`config.mk`:
```
export PLATFORM = sky130hd
export DESIGN_NAME = mem_loader
export DESIGN_NICKNAME = d
export VERILOG_FILES = /design/src/rtl/mem_loader_pkg.sv /design/src/rtl/mem_loader_ext.sv /design/src/rtl/mem_loader.sv
export SDC_FILE = /design/constraint.sdc
export NUM_CORES = 1
export LEC_CHECK = 0
export BUFFER_PORTS_ARGS = -buffer_cell sky130_fd_sc_hd__buf_2
export CAP_MARGIN = 0
export CORE_MARGIN = 1.5
export CORE_UTILIZATION = 55
export CTS_CLUSTER_DIAMETER = 150
export DETAILED_ROUTE_END_ITERATION = 16
export PLACE_DENSITY = 0.87
export SLEW_MARGIN = 15
export SYNTH_ARGS = -nofsm -noshare
export SYNTH_HDL_FRONTEND = slang
export SYNTH_SLANG_ARGS = --single-unit
```
`constraint.sdc`:
```
create_clock -name clk -period 6.5 [get_ports clk]
set_input_delay 0.65 -clock clk [delete_from_list [all_inputs] [get_ports clk]]
set_output_delay 0.65 -clock clk [all_outputs]
set_load 0.005 [all_outputs]
```
`src/rtl/mem_loader_pkg.sv`:
```
`default_nettype none
// ============================================================================
// Module      : mem_loader_pkg
// Description : Shared types and constants for the memory loader. Holds the
//               session state encoding, the default address step and memory
//               depths, and small helpers for length clamping and picking the
//               next non-empty session phase.
// Ports       : none (package)
// Revision    : 1.0 - initial release
// ============================================================================
package mem_loader_pkg;

    localparam int unsigned DEF_ADDR_STEP  = 4;
    localparam int unsigned DEF_IMEM_DEPTH = 512;
    localparam int unsigned DEF_DMEM_DEPTH = 1024;

    typedef enum logic [2:0] {
        ST_IDLE      = 3'd0,
        ST_LOAD_I    = 3'd1,
        ST_LOAD_D    = 3'd2,
        ST_RUN       = 3'd3,
        ST_DUMP_RD   = 3'd4,
        ST_DUMP_WAIT = 3'd5,
        ST_DUMP_OUT  = 3'd6
    } state_t;

    // Requests longer than the target memory are cut down to its depth.
    function automatic logic [15:0] clamp_len(input logic [15:0] len,
                                              input int unsigned depth);
        if ({16'd0, len} > depth) begin
            return depth[15:0];
        end
        return len;
    endfunction

    // Phases run in fixed order; empty ones are skipped, and when nothing is
    // left the session ends in IDLE.
    function automatic state_t first_phase(input logic i_nz, input logic d_nz,
                                           input logic r_nz, input logic u_nz);
        if (i_nz) return ST_LOAD_I;
        if (d_nz) return ST_LOAD_D;
        if (r_nz) return ST_RUN;
        if (u_nz) return ST_DUMP_RD;
        return ST_IDLE;
    endfunction

endpackage
`default_nettype wire

```
`src/rtl/mem_loader_ext.sv`:
```
`default_nettype none
// ============================================================================
// Module      : ext_port_drv
// Description : Drives one memory's external port. Address and write data
//               are forced to zero unless an access is active; a write
//               request always wins over a read so both enables are never
//               high together. Read data returned one cycle after a read
//               enable is captured and held on rdata_o.
// Ports       : clk, arst       - clock, async active-high reset
//               we_i, re_i      - write / read request for this cycle
//               idx_i           - word index (address = idx_i * ADDR_STEP)
//               wdata_i         - word to write
//               rdata_i         - memory read data (one cycle after ren_o)
//               addr_o, wdata_o, wen_o, ren_o - memory port outputs
//               rdata_o         - last captured read word
// Revision    : 1.0 - initial release
// ============================================================================
module ext_port_drv #(
    parameter int unsigned ADDR_STEP = 4
) (
    input  logic        clk,
    input  logic        arst,
    input  logic        we_i,
    input  logic        re_i,
    input  logic [15:0] idx_i,
    input  logic [31:0] wdata_i,
    input  logic [31:0] rdata_i,
    output logic [31:0] addr_o,
    output logic [31:0] wdata_o,
    output logic        wen_o,
    output logic        ren_o,
    output logic [31:0] rdata_o
);

    localparam logic [31:0] c_step = ADDR_STEP[31:0];

    logic        w_ren;
    logic        rd_pend_q;
    logic [31:0] rdata_q;

    assign w_ren   = re_i & ~we_i;
    assign wen_o   = we_i;
    assign ren_o   = w_ren;
    assign addr_o  = (we_i | w_ren) ? ({16'd0, idx_i} * c_step) : 32'd0;
    assign wdata_o = we_i ? wdata_i : 32'd0;
    assign rdata_o = rdata_q;

    always_ff @(posedge clk or posedge arst) begin
        if (arst) begin
            rd_pend_q <= 1'b0;
            rdata_q   <= 32'd0;
        end else begin
            rd_pend_q <= w_ren;
            if (rd_pend_q) begin
                rdata_q <= rdata_i;
            end
        end
    end

endmodule
`default_nettype wire

```
`src/rtl/mem_loader.sv`:
```
`default_nettype none
// ============================================================================
// Module      : mem_loader
// Description : Session controller that streams words into instruction and
//               data memory, enables the CPU for a fixed number of cycles and
//               streams data-memory words back out. Optional macro
//               LOADER_CHECKSUM_EN adds a running 32-bit checksum output.
// Ports       : clk, arst          - clock, async active-high reset
//               start + lengths    - session request (latched in IDLE)
//               s_valid/s_data/s_ready - load stream
//               m_valid/m_data/m_ready - dump stream
//               cpu_enable         - CPU run enable
//               *_ext / *_ext_2    - instruction / data memory ports
//               busy, done         - session status
//               checksum           - (LOADER_CHECKSUM_EN only) word sum
// Revision    : 1.0 - initial release
// ============================================================================
module mem_loader
    import mem_loader_pkg::*;
#(
    parameter int unsigned ADDR_STEP  = DEF_ADDR_STEP,
    parameter int unsigned IMEM_DEPTH = DEF_IMEM_DEPTH,
    parameter int unsigned DMEM_DEPTH = DEF_DMEM_DEPTH
) (
    input  logic        clk,
    input  logic        arst,
    input  logic        start,
    input  logic [15:0] imem_len,
    input  logic [15:0] dmem_len,
    input  logic [31:0] run_cycles,
    input  logic [15:0] dump_len,
    input  logic        s_valid,
    input  logic [31:0] s_data,
    output logic        s_ready,
    output logic        m_valid,
    output logic [31:0] m_data,
    input  logic        m_ready,
    output logic        cpu_enable,
    output logic [31:0] addr_ext,
    output logic [31:0] wdata_ext,
    output logic        wen_ext,
    output logic        ren_ext,
    input  logic [31:0] rdata_ext,
    output logic [31:0] addr_ext_2,
    output logic [31:0] wdata_ext_2,
    output logic        wen_ext_2,
    output logic        ren_ext_2,
    input  logic [31:0] rdata_ext_2,
    output logic        busy,
    output logic        done
`ifdef LOADER_CHECKSUM_EN
    ,
    output logic [31:0] checksum
`endif
);

    state_t      state_q, state_d;
    logic [31:0] cnt_q, cnt_d;
    logic [15:0] ilen_q, dlen_q, ulen_q;
    logic [31:0] run_q;
    logic        done_q, done_d;

    logic [15:0] w_ilen, w_dlen, w_ulen;
    logic        w_start_ok;
    logic        w_acc;
    logic [31:0] w_cur_len;
    logic        w_last;
    logic        w_we_i, w_we_d, w_re_d;
    logic [31:0] w_rdata_i, w_rdata_d;

    assign w_ilen     = clamp_len(imem_len, IMEM_DEPTH);
    assign w_dlen     = clamp_len(dmem_len, DMEM_DEPTH);
    assign w_ulen     = clamp_len(dump_len, DMEM_DEPTH);
    assign w_start_ok = start && (state_q == ST_IDLE);
    assign w_acc      = s_valid && s_ready;

    // Length of the phase currently running; one counter serves all phases.
    always_comb begin
        w_cur_len = 32'd0;
        case (state_q)
            ST_LOAD_I:                             w_cur_len = {16'd0, ilen_q};
            ST_LOAD_D:                             w_cur_len = {16'd0, dlen_q};
            ST_RUN:                                w_cur_len = run_q;
            ST_DUMP_RD, ST_DUMP_WAIT, ST_DUMP_OUT: w_cur_len = {16'd0, ulen_q};
            default:                               w_cur_len = 32'd0;
        endcase
    end
    assign w_last = (cnt_q == (w_cur_len - 32'd1));

    // State register and session datapath
    always_ff @(posedge clk or posedge arst) begin
        if (arst) begin
            state_q <= ST_IDLE;
            cnt_q   <= 32'd0;
            done_q  <= 1'b0;
            ilen_q  <= 16'd0;
            dlen_q  <= 16'd0;
            ulen_q  <= 16'd0;
            run_q   <= 32'd0;
        end else begin
            state_q <= state_d;
            cnt_q   <= cnt_d;
            done_q  <= done_d;
            if (w_start_ok) begin
                ilen_q <= w_ilen;
                dlen_q <= w_dlen;
                ulen_q <= w_ulen;
                run_q  <= run_cycles;
            end
        end
    end

    // Next-state logic
    always_comb begin
        state_d = state_q;
        cnt_d   = cnt_q;
        case (state_q)
            ST_IDLE: begin
                if (start) begin
                    state_d = first_phase(|w_ilen, |w_dlen, |run_cycles, |w_ulen);
                end
            end
            ST_LOAD_I: begin
                if (w_acc) begin
                    cnt_d = w_last ? 32'd0 : cnt_q + 32'd1;
                    if (w_last) state_d = first_phase(1'b0, |dlen_q, |run_q, |ulen_q);
                end
            end
            ST_LOAD_D: begin
                if (w_acc) begin
                    cnt_d = w_last ? 32'd0 : cnt_q + 32'd1;
                    if (w_last) state_d = first_phase(1'b0, 1'b0, |run_q, |ulen_q);
                end
            end
            ST_RUN: begin
                cnt_d = w_last ? 32'd0 : cnt_q + 32'd1;
                if (w_last) state_d = first_phase(1'b0, 1'b0, 1'b0, |ulen_q);
            end
            ST_DUMP_RD:   state_d = ST_DUMP_WAIT;
            ST_DUMP_WAIT: state_d = ST_DUMP_OUT;
            ST_DUMP_OUT: begin
                if (m_ready) begin
                    cnt_d   = w_last ? 32'd0 : cnt_q + 32'd1;
                    state_d = w_last ? ST_IDLE : ST_DUMP_RD;
                end
            end
            default: begin
                state_d = ST_IDLE;
                cnt_d   = 32'd0;
            end
        endcase
        // done marks the first IDLE cycle after a session, including an
        // empty session that never leaves IDLE.
        done_d = (state_d == ST_IDLE) && ((state_q != ST_IDLE) || start);
    end

    // Output decode
    always_comb begin
        s_ready    = 1'b0;
        m_valid    = 1'b0;
        cpu_enable = 1'b0;
        busy       = 1'b1;
        w_we_i     = 1'b0;
        w_we_d     = 1'b0;
        w_re_d     = 1'b0;
        case (state_q)
            ST_IDLE:     busy = 1'b0;
            ST_LOAD_I: begin
                s_ready = 1'b1;
                w_we_i  = s_valid;
            end
            ST_LOAD_D: begin
                s_ready = 1'b1;
                w_we_d  = s_valid;
            end
            ST_RUN:      cpu_enable = 1'b1;
            ST_DUMP_RD:  w_re_d = 1'b1;
            ST_DUMP_OUT: m_valid = 1'b1;
            default:     busy = 1'b1;
        endcase
    end

    assign done = done_q;

    ext_port_drv #(.ADDR_STEP(ADDR_STEP)) u_imem_drv (
        .clk     (clk),
        .arst    (arst),
        .we_i    (w_we_i),
        .re_i    (1'b0),
        .idx_i   (cnt_q[15:0]),
        .wdata_i (s_data),
        .rdata_i (rdata_ext),
        .addr_o  (addr_ext),
        .wdata_o (wdata_ext),
        .wen_o   (wen_ext),
        .ren_o   (ren_ext),
        .rdata_o (w_rdata_i)
    );

    ext_port_drv #(.ADDR_STEP(ADDR_STEP)) u_dmem_drv (
        .clk     (clk),
        .arst    (arst),
        .we_i    (w_we_d),
        .re_i    (w_re_d),
        .idx_i   (cnt_q[15:0]),
        .wdata_i (s_data),
        .rdata_i (rdata_ext_2),
        .addr_o  (addr_ext_2),
        .wdata_o (wdata_ext_2),
        .wen_o   (wen_ext_2),
        .ren_o   (ren_ext_2),
        .rdata_o (w_rdata_d)
    );

    // The instruction port never issues reads, so its capture register stays
    // zero; merging it keeps both driver instances identical.
    assign m_data = w_rdata_d | w_rdata_i;

`ifdef LOADER_CHECKSUM_EN
    logic [31:0] csum_q;

    always_ff @(posedge clk or posedge arst) begin
        if (arst) begin
            csum_q <= 32'd0;
        end else if (w_start_ok) begin
            csum_q <= 32'd0;
        end else if (w_acc) begin
            csum_q <= csum_q + s_data;
        end else if (m_valid && m_ready) begin
            csum_q <= csum_q + m_data;
        end
    end

    assign checksum = csum_q;
`endif

endmodule
`default_nettype wire

```
# After elaboration in Yosys (flattened, before gate mapping)

Cells that the tools add are included.
W data, S select, Z words.

Bitwise logic cells: 4
Shift-type cells: 0
Equal/unequal tests: 9
Divide/modulo/power cells: 0
Mux-type cells: 96
Multipliers: 0
Add/subtract/negate cells: 2
Reduce and logical (&&, ||, !) cells: 18
Magnitude comparators: 3

Operator list:

| operator                | count |
|---|---|
| $pmux W32 S4            | 2 |
| $mux W32                | 5 |
| $mux W16                | 6 |
| $mux W3                 | 28 |
| $reduce_or A16 Y1       | 5 |
| $reduce_or A32 Y1       | 2 |
| $mux W1                 | 52 |
| $mux W18                | 2 |
| $add A32 B1 Y32 const B | 1 |
| $eq A32 B32 Y1          | 1 |
| $gt A16 B11 Y1 const B  | 2 |
| $sub A32 B1 Y32 const B | 1 |
| $pmux W3 S7             | 1 |
| $gt A16 B10 Y1 const B  | 1 |
| $eq A3 B3 Y1 const B    | 3 |
| $eq A3 B2 Y1 const B    | 2 |
| $logic_not A3 Y1        | 2 |
| $reduce_or A3 Y1        | 2 |
| $eq A3 B1 Y1 const B    | 1 |
| $logic_and A1 B1 Y1     | 3 |
| $reduce_and A3 Y1       | 1 |
| $reduce_bool A3 Y1      | 1 |
| $ne A2 B1 Y1 const B    | 1 |
| $ne A2 B2 Y1 const B    | 1 |
| 5 further kinds         | 6 |

Logic and storage cells: 141
Output and inout port bits: 169
Bits in writable memories: 0
Input bits: 181
Latch bits: 0
Memories kept: 0
Register bits: 149
Bits in read-only memories: 0

# Depth between registers and ports, before layout

Gate-level depths: netlist of the first run.

Depth in word-level cells: 27
Depth in mapped cells: 21

# Cells and area by module

A second synthesis of the first run with hierarchy kept.

Cells, all modules: 1202
Area total of the unflattened synthesis: 11773.8 um2

By module, submodules not included:

| module       | cells each | instances | area each (um2) |
|---|---|---|---|
| mem_loader   | 914        | 1         | 8037.7 |
| ext_port_drv | 144        | 2         | 1868.0 |

# Worst setup path before layout of the first run

Ideal clock, no wire load.

Path type: reg2reg
Start point: register state_q[1]
End point: register cnt_q[26]
Period minus slack after synthesis: 4.114 ns
Cell stages (with the launch flop): 21
Required time: 6.376 ns
Path slack: 2.386 ns
Arrival: 3.990 ns
Cell sequence: dfrtp_1 -> buf_6 -> buf_6 -> buf_6 -> mux2i_1 -> o2bb2ai_1 -> a31o_1 -> inv_1 -> ha_1 -> o2111a_1 -> and4_1 -> buf_2 -> nand3_1 -> or4_1 -> a221oi_1 -> nand4_1 -> and4bb_1 -> buf_6 -> nor2_2 -> and3_1 -> a211o_1

Cells in the longest elaborated chain, start to end: 8
Elaborated cells on any way between the ends: 23
Those cells by class: add/sub: 1; eq/ne: 9; mux: 6; bitwise: 1; reduce/logical: 6

RTL lines:

| what                               | RTL line                                                | RTL |
|---|---|---|
| start, declared                    | mem_loader.sv:57                                        | `state_t state_q, state_d;` |
| start signal, assigned             | mem_loader.sv:101                                       | `state_q <= state_d;` |
| $eq A3 B3 Y1                       | mem_loader.sv:80, mem_loader.sv:117                     |  |
| $reduce_or A3 Y1                   | mem_loader.sv:80                                        | `case (state_q)` |
| $pmux W32 S4                       | mem_loader.sv:80                                        |  |
| $sub A32 B1 Y32                    | mem_loader.sv:88                                        | `assign w_last = (cnt_q == (w_cur_len - 32'd1));` |
| $eq A32 B32 Y1                     | mem_loader.sv:88                                        |  |
| $mux W32                           | --                                                      |  |
| $mux W32, on equally long branches | mem_loader.sv:142, mem_loader.sv:124, mem_loader.sv:130 |  |
| $pmux W32 S4                       | mem_loader.sv:117                                       | `case (state_q)` |
| end signal, assigned               | mem_loader.sv:102                                       | `cnt_q <= cnt_d;` |
| end, declared                      | mem_loader.sv:58                                        | `logic [31:0] cnt_q, cnt_d;` |

Several ways; a longest one is shown, not always the timed one. The select of a mux whose other input is x is not followed.
A chain may end at the register's enable or synchronous reset.

# Final worst setup path of the first run

Start point: register state_q[1]
End point: register cnt_q[14]

The elaborated chain is that of the path after synthesis.

==> results of run 1 <==
[registers in the layout, indices dropped and copies added (netlist names)]
name and count:
cnt_q 32, run_q 32, u_dmem_drv.rdata_o 32, dlen_q 16, ilen_q 16, ulen_q 16
state_q 3, done 1, u_dmem_drv.rd_pend_q 1
[cells by family after synthesis]
family / synth area share
AO/OA/AOI/OAI: 0.1671
XOR/XNOR: 0.03780
adder cells (fa/ha/maj): 0.002537
buffers and inverters: 0.07345
flip-flops: 0.3780
multiplexers: 0.06114
other: 0.0003802
AND/OR/NAND/NOR: 0.2796
[per-layer routing]
metal  wire length (um)  vias up
li1                   -     4594
met1              12180     4724
met2              14700      609
met3               2784      108
met4               1276        0
met5                  0        -
[cell usage after synthesis, types with 11 or more instances]
cell | count | area share
nand2_1 | 163 | 0.062
clkbuf_1 | 58 | 0.022
dfrtp_1 | 149 | 0.38
o21ai_0 | 44 | 0.022
nor3_1 | 33 | 0.017
nor2b_1 | 20 | 0.013
and2_1 | 24 | 0.015
nand4_1 | 16 | 0.010
mux2_2 | 38 | 0.043
a21oi_1 | 25 | 0.013
nor4_1 | 34 | 0.022
a21o_1 | 13 | 0.0099
inv_1 | 25 | 0.0095
and3_1 | 85 | 0.054
buf_2 | 12 | 0.0061
mux2i_1 | 13 | 0.013
a31oi_1 | 12 | 0.0076
nor2_1 | 64 | 0.024
nand3_1 | 33 | 0.017
buf_1 | 11 | 0.0042
or3_1 | 12 | 0.0076
o21ai_1 | 23 | 0.012
xor2_1 | 17 | 0.015
xnor2_1 | 23 | 0.020
a22oi_1 | 12 | 0.0091
buf_4 | 34 | 0.026
a22o_1 | 37 | 0.033
[area by class of cell]
class,count,area [um^2],share of cell area
Multi-Input combinational cell,898,5548,0.4692
Clock inverter,12,140.1,0.01185
Timing Repair Buffer,302,1569,0.1327
Tap cell,225,281.5,0.02381
Sequential cell,149,3730,0.3155
Inverter,25,98.84,0.008360
Clock buffer,20,456.7,0.03862
[power by group through the flow]
stage	Combinational, mW	Clock [mW]	Sequential [mW]
after floorplan	1.41	0	1.33
after global placement	1.88	0	1.41
after detailed placement	1.93	0	1.43
after CTS	1.94	1.02	1.42
after global routing	2.16	1.05	1.45
final	1.98	1.01	1.43
[worst max-delay path by stage]
stage / startpoint / end / slack, ns / depth (start not counted)
floorplan: arst / cnt_q[0] / 1.84 / 1
global placement: state_q[1] / cnt_q[14] / 1.34 / 17
detailed placement: state_q[1] / cnt_q[14] / 1.26 / 17
CTS: state_q[1] / cnt_q[14] / 1.22 / 17
global route: state_q[1] / cnt_q[14] / 0.79 / 17
finish: state_q[1] / cnt_q[14] / 1.12 / 17
[metrics by stage]
stage	cell area, um^2	total power [mW]	util	hold WS [ns]	setup slack [ns]
after floorplan	9983	2.736	-	0.4494	1.842
after global placement	11210	3.290	0.6434	0.4645	1.336
after detailed placement	11210	3.358	0.6434	0.4705	1.255
after CTS	11800	4.374	0.6777	0.3999	1.223
after global routing	11820	4.664	0.6789	0.4252	0.7911
final	11820	4.420	0.6789	0.3621	1.121
[critical path, stage by stage (launching register included)]
cell,delay [ns]
dfrtp_1,0.66
buf_4,0.35
mux2i_1,0.34
o2bb2ai_1,0.12
a31o_1,0.25
inv_1,0.07
ha_1,0.21
o2111a_1,0.22
and4_1,0.41
nand3_1,0.18
or4_1,0.57
a221oi_1,0.33
nand4_1,0.16
and4bb_1,0.48
or2_1,0.33
buf_4,0.28
nor3_1,0.07
a211o_1,0.23
==> results_dict.tcl, run 1 <==
set metrics [dict create \
    path_clk_slew_ns 0.07 \
    fin_cells 1631 \
    use_met2 0.5405 \
    overflow 0 \
    cts.repair.resized 0 \
    seqPwrFrac 0.323 \
    vias_per_cell 6.153 \
    irDropWorstVdd_v 0.0002301 \
    antenna_found_initial 1 \
    crit_type "flop to flop" \
    slew_headroom 0.2606 \
    use_met1 0.4261 \
    final_common_cell "buf_2" \
    area_delta_synth_final_pct 19.88 \
    clkPwrFrac 0.228 \
    r2r_cells 17 \
    grt_start_max_net_pins 88 \
    io_buffers 284 \
    cp_max_fo 16 \
    start_kind "flop" \
    p_switching_mw 1.863 \
    cp.required_ns 6.82 \
    setup_viol 0 \
    grt_pass1_wl_um 47430 \
    netlist_area_um2 9863 \
    syn_inst 1160 \
    drt_iter0_drc 1200 \
    synth-edff-count 0 \
    skew_ns 0.01108 \
    use_met3 0.06296 \
    post-route-min-period_ns 5.379 \
    r2r_start "state_q[1]" \
    final_cell_mix "284 x buf_2, 162 x nand2_1, 148 x dfrtp_1, 85 x and3_1, 63 x nor2_1" \
    drive_gt1_frac 0.2760 \
    wl_per_cell_um 18.98 \
    worstSetupEndpointType "flop" \
    drt_first_pass_iters 6 \
    cts.htree.levels 4 \
    power_density_nw_per_um2 373.9 \
    drv_slew 0 \
    tightestPinTransition_ns 1.105 \
    finalCritPeriodShare 0.8276 \
    hold_viol_final 0 \
    synth_cell_types 77 \
    worstPathArrival_ns 5.70 \
    syn_area_per_cell_um2 8.503 \
    drv_cap 0 \
    die_w_um 136.9 \
    post_cts_buffers 0 \
    drc 0 \
    place_inst 1598 \
    ys_seq_elements 149 \
    diodes 0 \
    grt_busiest_layer "met2" \
    synth-warning-count 0 \
    die_area_um2 18750 \
    fillers 1380 \
    drtAntennaViolNets 0 \
    clock_latency_ns 0.44 \
    root_buffer "clkbuf_16" \
    status "finished, final reports clean" \
    r2r_end "cnt_q[14]" \
    cts_buffers 17 \
    synthFlopType "dfrtp_1" \
    die_y_um 136.9 \
    pin_count 350 \
    ys_async_sr_fraction 1.000 \
    fin_nets 1576 \
    max_freq_mhz 185.9 \
    clock_sinks 149 \
    drt-total-wl_um 30950 \
    clk_path_buf_depth 2 \
    rsz0062_at_grt "no" \
    grt_pass1_vias 8974 \
    track_usage 0.3295 \
    postCtsHoldBufs 0 \
    row_count 48 \
    tns_ns 0 \
    cts_tree "done" \
    rrSetupSlack_ns 1.12 \
    ys_seq_area_frac 0.3780 \
    place_congestion 0.9820 \
    power_frac_comb 0.449 \
    vias 10040 \
    switching_share 0.4215 \
    internal_power_mw 2.557 \
    p_leak_nw 5.904 \
    dpl.hpwl_um 23310 \
    initial_core_util 0.5663 \
    core_area_um2 17420 \
    hold_path_class "input port to asynchronous set/reset pin" \
]
Note: power is estimated with default switching activity, not from simulation.
==> run 2, diff against run 1 <==
Settings changed: ABC_AREA from default to 1, CORE_UTILIZATION 55 to 52, PLACE_DENSITY 0.87 to 0.82.
Clock period 6.5 ns to 5.5 ns, I/O delays scaled along.
==> run 2 against run 1 <==
Net effect: critical path depth rose by 2; sequential power hardly changed; first-iteration DRC count shrank 31%; sequential share of layout area down 1.1 points; register-to-register slack better by 0.27 ns; utilization decreased by 3.3 points; combinational power rose by 9%; final cell count up 23%; global-route usage is 3.4 points lower; sequential cell count did not move.
==> results_dict.tcl, run 2 <==
set metrics [dict create \
    switching_share 0.4611 \
    synth_top_area_cell "dfrtp_1" \
    grt_start_max_net_pins 96 \
    clkPwrFrac 0.248 \
    drt_first_pass_iters 5 \
    skew_ns 0.01048 \
    final_common_cell "nand2_1" \
    power_frac_comb 0.456 \
    crit_slowest_cell "dfrtp_1" \
    row_count 50 \
    cpMostUsedCell "nand2_1" \
    die_w_um 142.8 \
    cts.repair.resized 0 \
    root_buffer "clkbuf_16" \
    place_congestion 0.9042 \
    vias_per_cell 5.207 \
    grt_pass1_vias 9585 \
    setup_viol 0 \
    synth-warning-count 0 \
    slew_headroom 0.3369 \
    antenna_found_initial 0 \
    grt_pass1_wl_um 47290 \
    irDropWorstVdd_v 0.0002754 \
    clock_latency_ns 0.45 \
    synth_cell_types 45 \
    yosysTopAreaCellShare 0.3670 \
    worstSetupEndpointType "flop" \
    power_density_nw_per_um2 385.5 \
    die_area_um2 20390 \
    ys_async_sr_fraction 1.000 \
    p_switching_mw 2.175 \
    drt_iter0_drc 832 \
    netlist_area_um2 10160 \
    yosysMostFrequentCell "nand2_1" \
    die_y_um 142.8 \
    drtAntennaViolNets 0 \
    initial_core_util 0.5360 \
    cts_buffers 17 \
    use_met2 0.4693 \
    wl_per_cell_um 14.96 \
    p_leak_nw 6.954 \
    rsz0062_at_grt "no" \
    pin_count 350 \
    seqPwrFrac 0.296 \
    use_met3 0.05567 \
    drv_cap 0 \
    syn_area_per_cell_um2 6.926 \
    dpl.hpwl_um 23570 \
    crit_path_cell_trace "inv_2 -> nand3_1 -> nand2_1 -> nor2_2 -> ha_1 -> nand2_1 -> nor2_4 -> nand2_2 -> nor2_4 -> nand2_1 -> nand2_1 -> inv_1 -> nor2_1 -> nand2_1 -> nor2_1 -> nand3_2 -> nand2_1 -> buf_4 -> o22ai_1" \
    cts_tree "done" \
    postCtsHoldBufs 0 \
    tns_ns 0 \
    status "finished, final reports clean" \
    tightestPinTransition_ns 0.9936 \
    vias 10440 \
    clock_sinks 149 \
    drc 0 \
    cpPeakStageDelay_ns 0.86 \
    final_cell_mix "370 x nand2_1, 284 x buf_2, 227 x inv_1, 192 x nor2_1, 149 x dfrtp_1" \
    core_area_um2 18960 \
    start_kind "flop" \
    path_clk_slew_ns 0.07 \
    area_delta_synth_final_pct 20.43 \
    syn_inst 1467 \
    internal_power_mw 2.542 \
    finalCritPeriodShare 0.7479 \
    post-route-min-period_ns 4.113 \
    synthFlopType "dfrtp_1" \
    io_buffers 284 \
    ys_seq_area_frac 0.3670 \
    diodes 0 \
    hold-worst-slack_ns 0.2791 \
    cp_max_fo 30 \
    fin_nets 1915 \
    overflow 0 \
    drive_gt1_frac 0.2407 \
    hold_path_class "input port to asynchronous set/reset pin" \
    track_usage 0.2954 \
    use_met1 0.4101 \
    clk_path_buf_depth 2 \
    drv_slew 0 \
    grt_busiest_layer "met2" \
    hold_viol_final 0 \
    synth-edff-count 0 \
    yosys-top-cells-count "370 x nand2_1, 229 x inv_1, 192 x nor2_1, 149 x dfrtp_1, 78 x nand3_1" \
    worstPathArrival_ns 4.40 \
    ys_seq_elements 149 \
    max_freq_mhz 243.1 \
    cp.required_ns 5.79 \
    drt-total-wl_um 29990 \
    crit_type "flop to flop" \
    synthTopCellsByArea "dfrtp_1 37%, nand2_1 14%, inv_1 8.5%, nor2_1 7.1%, nand3_1 3.8%" \
    post_cts_buffers 0 \
    cts.htree.levels 4 \
]
## run 2: path summary, 6_finish.rpt
path | cells after the start | to | slack (ns) | startpoint
max | 19 | cnt_q[22] | 1.39 | state_q[1]
min | 2 | u_dmem_drv.rdata_o[3] | 0.28 | arst
max reg2reg | 19 | cnt_q[22] | 1.39 | state_q[1]
min reg2reg | 2 | ilen_q[12] | 0.47 | ilen_q[12]
max in group asynchronous | 3 | done | 4.01 | arst
min in group clk | 3 | run_q[23] | 0.32 | run_cycles[23]
## run 2: per-layer routing
layer | wire (um) | part of all wire | vias up
li1 | - | - | 5113
met1 | 13200 | 0.44 | 4821
met2 | 14060 | 0.47 | 450
met3 | 2100 | 0.070 | 57
met4 | 623 | 0.021 | 0
met5 | 0 | 0 | -
## run 2: area by class of cell
cell class                 instances  area, um^2
clock buffer                      17       425.4
tap                              260       325.3
clock inverter                    15       183.9
multi-input combinational       1035        5189
sequential                       149        3729
timing repair buffer             292        1481
fill                            1667        6720
inverter                         237       902.1
## run 2: cell families after synthesis
| family | count (synthesis) | synth area share |
|---|---|---|
| AO/OA/AOI/OAI | 127 | 0.07069 |
| adder cells (fa/ha/maj) | 2 | 0.002463 |
| AND/OR/NAND/NOR | 796 | 0.3511 |
| flip-flops | 149 | 0.3670 |
| other | 1 | 0.0003691 |
| multiplexers | 32 | 0.03547 |
| XOR/XNOR | 45 | 0.03879 |
| buffers and inverters | 315 | 0.1341 |
## run 2: power by group through the flow
stage	combinational [mW]	clock [mW]	sequential, mW
after detailed placement	2.10	0	1.41
after floorplan	1.63	0	1.35
after global placement	2.06	0	1.41
final	2.15	1.17	1.40
after global routing	2.42	1.23	1.41
after CTS	2.12	1.18	1.39
## run 2: worst max-delay path: cells and delay by family (launching register included)
family	cells	cell delay, ns
AOI/OAI and AO/OA	1	0.14
adders and majority gates	1	0.24
buffers and inverters	3	0.70
DFF	1	0.86
and+or+nand+nor	14	1.96
## run 2: through the flow
stage,worst slack (ns),cells,area [um^2],power [mW],util
3_3_place_gp,1.654,1973,11630,3.463,0.6133
6_report,1.387,2005,12240,4.716,0.6455
2_1_floorplan,0.9420,1499,10280,2.983,-
5_1_grt,1.114,2005,12240,5.062,0.6455
4_1_cts,1.533,2005,12240,4.687,0.6455
3_5_place_dp,1.563,1973,11630,3.517,0.6133
==> run 3, diff against run 2 <==
Settings changed: ABC_AREA 1 to 0, CORE_UTILIZATION 52 to 46, PLACE_DENSITY 0.82 to 0.78.
Clock period 5.5 ns to 3.41 ns, I/O delays scaled along.
==> run 3 against run 2 <==
Net effect: the flow now finishes with violations (setup timing); register-to-register slack worse by 2.0 ns; critical path depth unchanged; routed wire length up 20%; sequential share of layout area down 4.4 points; total power up 130%; setup slack worse by 2.0 ns; non-clock buffer count up 244; critical endpoint is now cnt_q[30].
==> results_dict.tcl, run 3 (synthesized netlist as in run 1, its figures left out) <==
set metrics [dict create \
    slew_headroom 0.4070 \
    drc 0 \
    start_kind "flop" \
    final_cell_mix "284 x buf_2, 226 x buf_4, 160 x nand2_1, 146 x dfrtp_1, 82 x and3_1" \
    antenna_found_initial 1 \
    violations "setup timing" \
    finalCritPeriodShare 1.186 \
    area_delta_synth_final_pct 45.03 \
    die_y_um 149.4 \
    cts_buffers 17 \
    clock_latency_ns 0.45 \
    vias 11070 \
    hold-worst-slack_ns 0.1057 \
    pin_count 350 \
    clk_path_buf_depth 2 \
    drt_first_pass_iters 6 \
    drt-total-wl_um 36070 \
    root_buffer "clkbuf_16" \
    max_freq_mhz 247.2 \
    post-route-min-period_ns 4.045 \
    die_w_um 149.4 \
    clock_sinks 149 \
    drive_gt1_frac 0.4272 \
    p_switching_mw 4.406 \
    setup_viol 36 \
    tightestPinTransition_ns 0.8896 \
    multiInputGateArea_um2 6032 \
    hold_path_class "input port to flop" \
    grt_start_max_net_pins 99 \
    track_usage 0.3165 \
    path_clk_slew_ns 0.07 \
    die_area_um2 22330 \
    switching_share 0.4066 \
    cts_tree "done" \
    cp.required_ns 3.77 \
    power_frac_comb 0.576 \
    drt_iter0_drc 1158 \
    grt_pass1_wl_um 54590 \
    rsz0062_at_grt "yes" \
    power_density_nw_per_um2 757.5 \
    drv_cap 0 \
    final_core_util 0.6805 \
    worstPathArrival_ns 4.41 \
    seqPwrFrac 0.233 \
    final_common_cell "buf_2" \
    hold_viol_final 0 \
    p_leak_nw 7.229 \
    status "finished with violations" \
    row_count 53 \
    drv_slew 0 \
    grt_pass1_vias 10340 \
    register_area_um2 3732 \
    crit_type "flop to flop" \
    place_congestion 1.063 \
    overflow 0 \
    cp_max_fo 8 \
    cts.htree.levels 4 \
    fin_nets 1811 \
    vias_per_cell 5.773 \
    internal_power_mw 6.431 \
    irDropWorstVdd_v 0.0004373 \
    core_area_um2 21020 \
    skew_ns 0.01335 \
    initial_core_util 0.4692 \
    wl_per_cell_um 18.82 \
    io_buffers 284 \
    worstSetupEndpointType "flop" \
    clkPwrFrac 0.190 \
    fillers 1686 \
    drtAntennaViolNets 0 \
    dpl.hpwl_um 26970 \
    setup_slack_ns -0.6346 \
]
## run 3: changes by cell type in the layout (fill, tap and decap cells not counted), moves of 28 or more
cell	change
o22ai_1	-39
nand3_1	-48
nand4_1	-29
inv_1	-204
nor2_1	-132
and3_1	+80
a22o_1	+37
xor2_1	-28
nand2_1	-210
buf_4	+218
## run 3: stage by stage
step / worst slack (ns) / power [mW] / instance area, um^2 / cells / TNS, ns
2_1_floorplan: -0.5800 / 5.301 / 10050 / 1192 / -17.62
3_3_place_gp: -0.8046 / 7.598 / 12850 / 1850 / -20.53
3_5_place_dp: -0.7861 / 7.693 / 12850 / 1850 / -21.78
4_1_cts: -0.5403 / 10.17 / 13850 / 1900 / -15.70
5_1_grt: -0.7137 / 11.39 / 14310 / 1917 / -22.29
6_report: -0.6346 / 10.84 / 14310 / 1917 / -18.81
## run 3: repair_timing
| action | in CTS | in global routing |
|---|---|---|
| gates cloned | 2 | 1 |
| hold buffers | 1 | 0 |
| resized for setup | 55 | 69 |
| pin swaps | 31 | 42 |
| buffers inserted | 15 | 15 |
| endpoints found under the setup margin | 36 | 36 |
| hold endpoints to repair | 4 | 0 |
## run 3: cell type report
| type | instances | share of cell area |
|---|---|---|
| multi-input cells | 899 | 0.4217 |
| flip-flops and latches | 149 | 0.2609 |
| repair buffers | 536 | 0.2413 |
| clock buffers | 18 | 0.03070 |
| well taps | 275 | 0.02405 |
| clock inverters | 14 | 0.01434 |
| inverters | 25 | 0.006822 |
| diodes | 1 | 0.0001749 |
## run 3: worst paths after layout
path	end	slack (ns)	startpoint	cells after the start
max	cnt_q[30]	-0.63	state_q[1]	19
max reg2reg	cnt_q[30]	-0.63	state_q[1]	19
min in group asynchronous	u_dmem_drv.rdata_o[0]	0.37	arst	3
min reg2reg	ilen_q[11]	0.49	ilen_q[11]	1
max in group asynchronous	dlen_q[0]	2.21	arst	4
min	run_q[0]	0.11	run_cycles[0]	3
## run 3: power groups by stage
stage          Combinational [mW]  Clock, mW  Sequential [mW]
2_1_floorplan                2.76          0             2.54
3_3_place_gp                 5.08          0             2.52
3_5_place_dp                 5.16          0             2.54
4_1_cts                      5.58       2.06             2.52
5_1_grt                      6.66       2.15             2.58
6_report                     6.25       2.06             2.53
## run 3: worst max-delay path, stage by stage (launching register included)
cell and delay, ns:
dfrtp_2 0.48, buf_6 0.16, buf_4 0.13, buf_4 0.16, o2bb2ai_1 0.13, a221oi_2 0.32
o21ba_2 0.23, nand4_1 0.10, buf_6 0.15, nor3_4 0.05, buf_4 0.13, a211oi_2 0.23
mux2_2 0.36, nand4_1 0.12, and4bb_1 0.23, or2_4 0.29, buf_6 0.14, buf_6 0.11
or3_1 0.34, o21ai_1 0.09
## run 3: per-layer routing
layer,global-route usage,share of wire,vias up
met1,0.4024,0.39,5273
met2,0.5288,0.49,598
met4,0.1421,0.040,0
met5,0,0,-
met3,0.05152,0.075,110
li1,-,-,5086
